**src/rtl/uart_boot_pkg.sv**
```systemverilog
// Shared types and defaults for the UART boot loader.
package uart_boot_pkg;

    // Loader states: collecting bytes, writing a word, load finished.
    typedef enum logic [1:0] {
        RECV  = 2'd0,
        WRITE = 2'd1,
        DONE  = 2'd2
    } boot_state_e;

    // Receiver states for one 8N1 frame.
    typedef enum logic [1:0] {
        RX_IDLE  = 2'd0,
        RX_START = 2'd1,
        RX_DATA  = 2'd2,
        RX_STOP  = 2'd3
    } rx_state_e;

    localparam logic [31:0] END_WORD_DEFAULT = 32'h0000_0FFF;

endpackage

```
**src/rtl/uart_rx_byte.sv**
```systemverilog
// 8N1 UART byte receiver: synchronizer, start-bit glitch rejection,
// LSB-first data sampling and stop-bit framing check.
//
// state    | meaning
// RX_IDLE  | waiting for a falling edge on the synchronized line
// RX_START | counting to mid start bit; high there means glitch
// RX_DATA  | sampling 8 data bits, one per bit period
// RX_STOP  | sampling stop bit; high -> byte valid, low -> frame error
module uart_rx_byte
    import uart_boot_pkg::*;
#(
    parameter int CLKS_PER_BIT = 10417
) (
    input  logic       clk_i,
    input  logic       rst_ni,
    input  logic       rx_i,
    output logic       rx_valid_o,
    output logic [7:0] rx_byte_o,
    output logic       rx_frame_err_o
);

    localparam int CNT_W = $clog2(CLKS_PER_BIT + 1);
    localparam logic [CNT_W-1:0] BIT_LOAD  = CNT_W'(CLKS_PER_BIT - 1);
    localparam logic [CNT_W-1:0] HALF_LOAD = CNT_W'(CLKS_PER_BIT / 2 - 1);

    logic             sync1_q, sync2_q, prev_q;
    rx_state_e        state_q, state_d;
    logic [CNT_W-1:0] cnt_q, cnt_d;
    logic [2:0]       bit_idx_q, bit_idx_d;
    logic [7:0]       shift_q, shift_d;
    logic             valid_q, valid_d;
    logic             ferr_q, ferr_d;

    // Frame sequencing; the bit timer is a down-counter sampled at zero.
    always_comb begin
        state_d   = state_q;
        cnt_d     = cnt_q;
        bit_idx_d = bit_idx_q;
        shift_d   = shift_q;
        valid_d   = 1'b0;
        ferr_d    = 1'b0;
        unique case (state_q)
            RX_IDLE: begin
                if (prev_q && !sync2_q) begin
                    state_d = RX_START;
                    cnt_d   = HALF_LOAD;
                end
            end
            RX_START: begin
                if (cnt_q == '0) begin
                    if (sync2_q) begin
                        state_d = RX_IDLE;
                    end else begin
                        state_d   = RX_DATA;
                        cnt_d     = BIT_LOAD;
                        bit_idx_d = 3'd0;
                    end
                end else begin
                    cnt_d = cnt_q - 1'b1;
                end
            end
            RX_DATA: begin
                if (cnt_q == '0) begin
                    shift_d   = {sync2_q, shift_q[7:1]};
                    cnt_d     = BIT_LOAD;
                    bit_idx_d = bit_idx_q + 3'd1;
                    if (bit_idx_q == 3'd7) state_d = RX_STOP;
                end else begin
                    cnt_d = cnt_q - 1'b1;
                end
            end
            RX_STOP: begin
                if (cnt_q == '0) begin
                    state_d = RX_IDLE;
                    if (sync2_q) valid_d = 1'b1;
                    else         ferr_d  = 1'b1;
                end else begin
                    cnt_d = cnt_q - 1'b1;
                end
            end
            default: state_d = RX_IDLE;
        endcase
    end

    // Synchronizer, edge-detect history and receiver registers.
    always_ff @(posedge clk_i or negedge rst_ni) begin
        if (!rst_ni) begin
            sync1_q   <= 1'b1;
            sync2_q   <= 1'b1;
            prev_q    <= 1'b1;
            state_q   <= RX_IDLE;
            cnt_q     <= '0;
            bit_idx_q <= 3'd0;
            shift_q   <= 8'h00;
            valid_q   <= 1'b0;
            ferr_q    <= 1'b0;
        end else begin
            sync1_q   <= rx_i;
            sync2_q   <= sync1_q;
            prev_q    <= sync2_q;
            state_q   <= state_d;
            cnt_q     <= cnt_d;
            bit_idx_q <= bit_idx_d;
            shift_q   <= shift_d;
            valid_q   <= valid_d;
            ferr_q    <= ferr_d;
        end
    end

    assign rx_valid_o     = valid_q;
    assign rx_byte_o      = shift_q;
    assign rx_frame_err_o = ferr_q;

endmodule

```
**src/rtl/uart_boot_ctrl.sv**
```systemverilog
// Boot loader: assembles UART bytes into little-endian words, writes them
// to instruction memory over req/gnt and releases the core on END_WORD.
//
// state | meaning
// RECV  | collecting bytes 0..3 of the next word
// WRITE | request held until mem_gnt_i; new bytes go to the holding register
// DONE  | load finished, core released, UART ignored until reset
module uart_boot_ctrl
    import uart_boot_pkg::*;
#(
    parameter int                CLKS_PER_BIT = 10417,
    parameter int                ADDR_W       = 32,
    parameter logic [ADDR_W-1:0] BASE_ADDR    = '0,
    parameter int                MAX_WORDS    = 4096,
    parameter logic [31:0]       END_WORD     = END_WORD_DEFAULT
) (
    input  logic              clk_i,
    input  logic              rst_ni,
    input  logic              uart_rx_i,
    output logic              mem_req_o,
    output logic              mem_we_o,
    output logic [ADDR_W-1:0] mem_addr_o,
    output logic [31:0]       mem_wdata_o,
    input  logic              mem_gnt_i,
    output logic              core_rst_no,
    output logic              boot_done_o,
    output logic              frame_err_o,
    output logic              overrun_o,
    output logic [15:0]       word_cnt_o
);

    logic       rx_valid;
    logic [7:0] rx_byte;
    logic       rx_frame_err;

    uart_rx_byte #(.CLKS_PER_BIT(CLKS_PER_BIT)) u_rx (
        .clk_i          (clk_i),
        .rst_ni         (rst_ni),
        .rx_i           (uart_rx_i),
        .rx_valid_o     (rx_valid),
        .rx_byte_o      (rx_byte),
        .rx_frame_err_o (rx_frame_err)
    );

    boot_state_e       state_q, state_d;
    logic [31:0]       word_q, word_d;
    logic [1:0]        byte_idx_q, byte_idx_d;
    logic [7:0]        hold_q, hold_d;
    logic              hold_vld_q, hold_vld_d;
    logic              req_q, req_d;
    logic [ADDR_W-1:0] addr_q, addr_d;
    logic [31:0]       wdata_q, wdata_d;
    logic [15:0]       word_cnt_q, word_cnt_d;
    logic              done_q, done_d;
    logic              frame_err_q, frame_err_d;
    logic              overrun_q, overrun_d;

    logic              byte_vld;
    logic [7:0]        byte_in;
    logic [31:0]       word_full;

    // Loader next-state: byte assembly, write handshake, sticky flags.
    always_comb begin
        state_d     = state_q;
        word_d      = word_q;
        byte_idx_d  = byte_idx_q;
        hold_d      = hold_q;
        hold_vld_d  = hold_vld_q;
        req_d       = req_q;
        addr_d      = addr_q;
        wdata_d     = wdata_q;
        word_cnt_d  = word_cnt_q;
        overrun_d   = overrun_q;
        done_d      = (state_q == DONE);
        frame_err_d = frame_err_q | (rx_frame_err & (state_q != DONE));
        byte_vld    = 1'b0;
        byte_in     = rx_byte;
        word_full   = word_q;
        case (state_q)
            RECV: begin
                // A held byte is always older than one arriving now.
                if (hold_vld_q) begin
                    byte_vld   = 1'b1;
                    byte_in    = hold_q;
                    hold_vld_d = rx_valid;
                    if (rx_valid) hold_d = rx_byte;
                end else if (rx_valid) begin
                    byte_vld = 1'b1;
                end
                if (byte_vld) begin
                    word_full[{byte_idx_q, 3'b000} +: 8] = byte_in;
                    word_d     = word_full;
                    byte_idx_d = byte_idx_q + 2'd1;
                    if (byte_idx_q == 2'd3) begin
                        if (word_full == END_WORD) begin
                            state_d = DONE;
                        end else begin
                            state_d = WRITE;
                            req_d   = 1'b1;
                            wdata_d = word_full;
                            addr_d  = BASE_ADDR + ADDR_W'({word_cnt_q, 2'b00});
                        end
                    end
                end
            end
            WRITE: begin
                if (rx_valid) begin
                    if (hold_vld_q) begin
                        overrun_d = 1'b1;
                    end else begin
                        hold_vld_d = 1'b1;
                        hold_d     = rx_byte;
                    end
                end
                if (mem_gnt_i) begin
                    req_d      = 1'b0;
                    word_cnt_d = word_cnt_q + 16'd1;
                    state_d    = (word_cnt_q + 16'd1 == 16'(MAX_WORDS)) ? DONE : RECV;
                end
            end
            default: ;
        endcase
    end

    // Loader registers; every output comes straight from a flop.
    always_ff @(posedge clk_i or negedge rst_ni) begin
        if (!rst_ni) begin
            state_q     <= RECV;
            word_q      <= 32'h0;
            byte_idx_q  <= 2'd0;
            hold_q      <= 8'h00;
            hold_vld_q  <= 1'b0;
            req_q       <= 1'b0;
            addr_q      <= BASE_ADDR;
            wdata_q     <= 32'h0;
            word_cnt_q  <= 16'd0;
            done_q      <= 1'b0;
            frame_err_q <= 1'b0;
            overrun_q   <= 1'b0;
        end else begin
            state_q     <= state_d;
            word_q      <= word_d;
            byte_idx_q  <= byte_idx_d;
            hold_q      <= hold_d;
            hold_vld_q  <= hold_vld_d;
            req_q       <= req_d;
            addr_q      <= addr_d;
            wdata_q     <= wdata_d;
            word_cnt_q  <= word_cnt_d;
            done_q      <= done_d;
            frame_err_q <= frame_err_d;
            overrun_q   <= overrun_d;
        end
    end

    assign mem_req_o   = req_q;
    assign mem_we_o    = req_q;
    assign mem_addr_o  = addr_q;
    assign mem_wdata_o = wdata_q;
    assign core_rst_no = done_q;
    assign boot_done_o = done_q;
    assign frame_err_o = frame_err_q;
    assign overrun_o   = overrun_q;
    assign word_cnt_o  = word_cnt_q;

endmodule
```
**config.mk**
```make
export PLATFORM = sky130hd
export DESIGN_NAME = uart_boot_ctrl
export DESIGN_NICKNAME = d
export VERILOG_FILES = /design/src/rtl/uart_boot_pkg.sv /design/src/rtl/uart_rx_byte.sv /design/src/rtl/uart_boot_ctrl.sv
export SDC_FILE = /design/constraint.sdc
export NUM_CORES = 1
export LEC_CHECK = 0
export ABC_CLOCK_PERIOD_IN_PS = 2900
export CAP_MARGIN = 20
export CORE_UTILIZATION = 40
export CTS_CLUSTER_SIZE = 40
export DETAILED_ROUTE_END_ITERATION = 6
export SYNTH_ARGS = -nofsm -noshare
export SYNTH_HDL_FRONTEND = slang
export SYNTH_HIERARCHICAL = 1
export SYNTH_SLANG_ARGS = --single-unit
```
**constraint.sdc**
```tcl
create_clock -name clk_i -period 2.9 [get_ports clk_i]
set_clock_uncertainty 0.05 [all_clocks]
set_input_delay 0.87 -clock clk_i [delete_from_list [all_inputs] [get_ports clk_i]]
set_output_delay 0.87 -clock clk_i [all_outputs]
set_load 0.02 [all_outputs]
```
==> flow_summary.yaml <==
run_status:
  status: "completed"
yosys:
  synthAdderAreaFrac: 0.0273
  synthArstFlopShare: 1.00
  synth_cell_types: 75
  synthTopCellsByArea: "dfrtp_1, mux2_4, a22o_1, mux2_2, ha_1"
  yosysTopAreaCell: "dfrtp_1"
  synthCells: 622
  synth_top_family_by_area: "compound AO/OA/AOI/OAI gates"
  synth_top_area_frac: 0.485
  synth_area_mm2: 0.00732
  synth_compound_area_frac: 0.166
  ys_seq_area_frac: 0.496
  synth-edff-count: 0
  avgSynthCellArea_um2: 11.8
  synth_mux_area_frac: 0.122
  yosys.area_share.simple: 0.110
  synth_warnings: 6
  synth_xor_area_frac: 0.0251
  synth_top_flop_cell: "dfrtp_1"
  synth_seq_cells: 145
sta:
  tightestPinTransition_ps: 700
  slew_viol_final: 0
  rsz0062_at_grt: "false"
  fmax_mhz: 361
  fin_crit_sh: 0.955
  fin_ws_ps: 130
  setup_viol: 0
  hold_viol: 0
  max-slew-margin-rel: 0.529
  period_minus_slack_ps: 2770
clock_tree:
  post_cts_buffers: 0
  cts_resized: 0
  cts_buffers: 17
  clock_sinks: 145
  clkTransAtPathRegs_ps: 70
  cts_root_buf: "clkbuf_16"
  cts_buffer_depth: 2
  cts_tree: "built"
  insertion_delay_ps: 430
  cts.htree.levels: 4
  hold_buffers: 0
worst_setup_path:
  path_class: "reg2reg"
  worstPathMaxFanout: 8
  worst_setup_path_start_kind: "flop"
  critPathLaunch: "byte_idx_q[0]$_DFFE_PN0P_"
  timing.rr.start: "byte_idx_q[0]$_DFFE_PN0P_"
  critPathArrivalTime_ps: 3020
  rr_worst_depth: 9
  end_kind: "flop"
  cp.required_ps: 3150
layout:
  final_cell_mix: "dfrtp_1, clkdlybuf4s50_1, mux2_4"
  area_growth_pct: 24.6
  diodes: 0
  final_core_util: 0.508
  instances_no_fill: 965
  drive_above_1_share: 0.201
  mostFrequentLayoutCell: "dfrtp_1"
  nets: 743
  n_fill_cell: 1564
power:
  cellLeakagePower_nw: 4.08
  finalPower_w: 0.00553
  vdd_drop_max_mv: 0.473
  p_per_area_mw_per_mm2: 606
global_routing:
  grt_pass1_wl_um: 27900
  grt_pass1_vias: 5304
  antenna_found_initial: 0
  grt-ovfl-total: 0
  grt_start_max_net_pins: 53
  grt_usage: 0.196
min_path:
  hold_class: "reg2reg"
  min_from: "u_rx/sync1_q$_DFF_PN1_"
  whs_path_depth: 0
routing:
  drc: 0
  routed_wirelength_um: 17700
  ant_nets: 0
  first_pass_iters: 6
  via_count: 5448
  drtIter0Drc: 363
  via_per_inst: 5.65
  wl_per_cell_um: 18.3
placed_design:
  routabilityCongestion: 0.918
  dp.cells: 932
  pre_cts_ws_ps: -85.3
  place_hpwl_um: 12500
  portBuffers: 73
floorplanning:
  die_y_um: 137
  core.rowCount: 49
  start_util: 0.408
  pin_count: 90
  dieArea_mm2: 0.0188
  die_w_um: 137
  coreArea_mm2: 0.0180
job:
  drv_cap: 0
==> cell type report <==
cell class | instances | area (um^2) | area share
multi-input cells | 422 | 3410 | 0.374
well taps | 229 | 287 | 0.0314
inverters | 27 | 101 | 0.0111
clock buffers | 17 | 425 | 0.0466
clock inverters | 15 | 199 | 0.0218
flip-flops and latches | 145 | 3630 | 0.398
repair buffers | 110 | 1070 | 0.117
==> final timing paths <==
path | endpoint | slack, ps
setup reg to reg | mem_wdata_o[28]$_DFFE_PN0P_ | 130
hold / removal | u_rx/sync2_q$_DFF_PN1_ | 310
setup / recovery | mem_wdata_o[28]$_DFFE_PN0P_ | 130
max in group asynchronous | u_rx/sync1_q$_DFF_PN1_ | 1760
hold reg to reg | u_rx/sync2_q$_DFF_PN1_ | 310
min in group asynchronous | mem_wdata_o[1]$_DFFE_PN0P_ | 320
==> cell families (layout without fill, tap and decap cells) <==
| family | count (synthesis) | in the layout |
|---|---|---|
| mux | 69 | 69 |
| simple gates | 140 | 140 |
| buf+inv | 70 | 169 |
| other cells | 1 | 16 |
| compound gates | 160 | 160 |
| flops | 145 | 145 |
| xor+xnor | 21 | 21 |
| fa+ha+maj | 16 | 16 |
==> synth_stat cells, types with 12 or more instances <==
| master | count |
|---|---|
| mux2_2 | 21 |
| nor2_1 | 21 |
| nand3_1 | 12 |
| o21ai_0 | 21 |
| ha_1 | 16 |
| xnor2_1 | 15 |
| clkbuf_1 | 12 |
| buf_4 | 20 |
| nand2_1 | 33 |
| a22o_1 | 31 |
| mux2_4 | 35 |
| a21oi_1 | 15 |
| inv_1 | 26 |
| dfrtp_1 | 142 |
==> per-layer routing <==
layer	track usage	wire [um]	vias to the layer above
met2	0.306	8240	220
met1	0.259	7970	2705
met3	0.0511	1110	31
met5	0	0	-
li1	-	-	2492
met4	0.0769	344	0
==> per-stage QoR <==
| stage | setup TNS (ps) | cell area, um^2 | hold slack [ps] |
|---|---|---|---|
| finish | 0 | 9130 | 308 |
| global route | 0 | 9130 | 319 |
| CTS | 0 | 9050 | 311 |
| detailed placement | -85.3 | 8430 | 306 |
| global placement | -118 | 8430 | 296 |
| floorplan | 0 | 7380 | 295 |
==> power breakdown <==
group          total (W)  internal, W  switching, W
Combinational   0.000977     0.000366      0.000610
Sequential       0.00224      0.00212      0.000117
Clock            0.00232      0.00138      0.000935
Total            0.00553      0.00387       0.00166
==> worst max-delay path, stage by stage, from the launching register on <==
cell	delay (ps)
dfrtp_2	410
inv_1	90
ha_4	310
and4b_1	230
a22oi_2	80
or4_1	580
nor3_4	240
a21oi_4	140
buf_4	210
mux2_4	300
==> registers in the layout (all words and copies together), names as in the netlist, 2 cells and up, named ones only <==
register and flops:
byte_idx_q 2, hold_q 8, mem_addr_o 16, mem_wdata_o 32, state_q 2, u_rx/bit_idx_q 3, u_rx/cnt_q 14, u_rx/rx_byte_o 8
word_cnt_o 16, word_q 32
Note: power is estimated with default switching activity, not from simulation.
==> edit (config.mk and constraints unchanged) <==
Make the reset (`rst_ni`) synchronous in 2 clocked blocks.
--- a/src/rtl/uart_rx_byte.sv
+++ b/src/rtl/uart_rx_byte.sv
@@ -83,7 +83,7 @@
     end
 
     // Synchronizer, edge-detect history and receiver registers.
-    always_ff @(posedge clk_i or negedge rst_ni) begin
+    always_ff @(posedge clk_i) begin
         if (!rst_ni) begin
             sync1_q   <= 1'b1;
             sync2_q   <= 1'b1;
--- a/src/rtl/uart_boot_ctrl.sv
+++ b/src/rtl/uart_boot_ctrl.sv
@@ -123,7 +123,7 @@
     end
 
     // Loader registers; every output comes straight from a flop.
-    always_ff @(posedge clk_i or negedge rst_ni) begin
+    always_ff @(posedge clk_i) begin
         if (!rst_ni) begin
             state_q     <= RECV;
             word_q      <= 32'h0;
Function: same outputs for any inputs over 10 cycles, from zero or initial values and one cycle with rst_ni low; that may be too few to reach the edited logic, so the function may still have changed.
==> edit against the unedited design <==
- synthesized cell count rose by 34%
- cell area fell by 2.9%
- via count rose by 18%
- synthesized area fell by 2.7%
- count of clock-buffer cells in the layout rose by 2
- largest cell class is now multi-input combinational cells
- core utilization rose by 0.28 points
- largest power group unchanged
- setup slack got worse by 0.082 ns
- routed wire length rose by 9.5%
- sequential cell count did not move
- power fell by 14%
==> edit: results (changes against the unedited design) <==
stage,metric,value,unit,change
logic_synthesis,Compound-Gate Fraction of Synth Area,0.236,,was 0.166
placement,routability cong.,0.866,,was 0.918
logic_synthesis,Adder-Cell Fraction of Synth Area,0.0264,,was 0.0273
critical_path,worst-path fanout max,16,,was 8
layout,"Buffers, non-clock",131,,was 110
critical_path,CP peak stage delay,0.54,ns,was 0.58 ns
layout,fraction of area in multi-input gates,0.434,,was 0.374
layout,FF+latch count,145,,unchanged
layout,Signal inverters,19,,was 27
sta,Slew headroom,0.404,,was 0.529
layout,Nets,945,,was 743
logic_synthesis,fraction of registers with async set/reset,0,,was 1.00
logic_synthesis,register area share after synthesis,0.408,,was 0.496
route,drt first pass iters,6,,unchanged
route,wire length per cell,16.6,um,was 18.3 um
power,maximum vdd drop,0.420,mV,was 0.473 mV
placement,# port buffers,73,,unchanged
placement,placed cell area,8230,um^2,was 8430 um^2
layout,Seq/total area,0.328,,was 0.398
clock_tree,"Reg clk slew, reported paths",0.07,ns,about the same
logic_synthesis,commonest cells in the netlist,"dfxtp_1 (145), nor2_1 (93), a21oi_1 (77)",,"was dfrtp_1 (142), mux2_4 (35), nand2_1 (33)"
critical_path,top cell family by delay on the critical path,compound AO/OA/AOI/OAI gates,,was simple AND/OR/NAND/NOR gates
layout,ant diodes,0,,unchanged
grt,first-pass GRT wire length,31200,um,was 27900 um
outcome,status,finished clean,,unchanged
placement,DP HPWL,13300,um,was 12500 um
layout,Area Overhead vs Synth,24.5,%,was 24.6%
logic_synthesis,"Avg Cell Area, Syn",8.53,um^2,was 11.8 um^2
layout,non-clk buf share,0.134,,was 0.117
layout,# fillers,1691,,was 1564
grt,pin count of the biggest net entering global routing,45,,was 53
placement,Placement Setup Slack,0.0378,ns,was -0.0853 ns
layout,Post-Layout Cell Count,1164,,was 965
logic_synthesis,mux contribution to synthesized area,0.0365,,was 0.122
grt,vias in the first global route,5975,,was 5304
placement,post-placement cell count,1128,,was 932
logic_synthesis,"top cells by area, synth","dfxtp_1 (41%), a21oi_1 (5.4%), nor2_1 (4.9%)",,"was dfrtp_1 (49%), mux2_4 (7.2%), a22o_1 (3.7%)"
critical_path,CP arrival,3.12,ns,was 3.02 ns
clock_tree,Max Buffers Root-to-Sink,2,,unchanged
power,Leakage,3.22,nW,was 4.08 nW
grt,All-Layer GR Usage,0.216,,was 0.196
logic_synthesis,Synth cell types,77,,was 75
route,vias post-DR,6427,,was 5448
route,DR iter-0 viols,444,,was 363
layout,Clock buf/inv share,0.0648,,was 0.0684
layout,Layout Cell Area excl Fill,8860,um^2,was 9130 um^2
layout,clock buffer count,19,,was 17
layout,share of cells above drive strength 1,0.147,,was 0.201
logic_synthesis,Post-Synth XOR/XNOR Area,0.0209,,was 0.0251
layout,number of multi-input logic gates,612,,was 422
critical_path,highest-delay cell along the critical path,or4_4,,was or4_1
## edit: cell count changes after synthesis, sizes merged, moves of 13 or more
cell | unedited run | this run
a211oi | 3 | 16
a21oi | 17 | 78
a22o | 31 | 8
a22oi | 1 | 16
clkbuf | 12 | 39
dfrtp | 142 | 0
dfxtp | 0 | 145
mux2 | 59 | 8
nand2 | 33 | 64
nand3 | 12 | 33
nor2 | 21 | 95
nor3 | 11 | 26
o21ai | 25 | 56
## edit: report_power, final
| part | total [mW] | switching, mW | internal [mW] |
|---|---|---|---|
| Clock | 2.13 | 0.955 | 1.17 |
| Combinational | 0.577 | 0.379 | 0.198 |
| Sequential | 2.06 | 0.0384 | 2.02 |
## edit: timing repair
item / in CTS / in global routing
setup buffers: 0 / 3
resized for setup: 0 / 6
setup endpoints to repair: 0 / 49
## edit: logic make-up (layout without fill, tap and decap cells)
family | after synthesis | in the layout
XOR/XNOR | 17 | 17
AO/OA/AOI/OAI | 247 | 247
AND/OR/NAND/NOR | 291 | 292
adder cells (fa/ha/maj) | 15 | 15
flip-flops | 145 | 145
other | 1 | 16
buffers and inverters | 94 | 182
multiplexers | 25 | 25
## edit: final timing paths
check,from,end,slack (ns),cells after the start
worst max register to register,word_q[25],mem_wdata_o[28],0.05,8
worst min register to register,u_rx/sync1_q,u_rx/sync2_q,0.37,1
worst max-delay path,word_q[25],mem_wdata_o[28],0.05,8
worst min-delay path,u_rx/sync1_q,u_rx/sync2_q,0.37,1
## edit: layer usage
layer  vias to the layer above  global-route usage  wire [um]
met2                       176               0.324       8700
met4                         0              0.0805        291
met1                      3018               0.304       9480
li1                       3212                   -          -
met5                         -                   0          0
met3                        21              0.0434        876
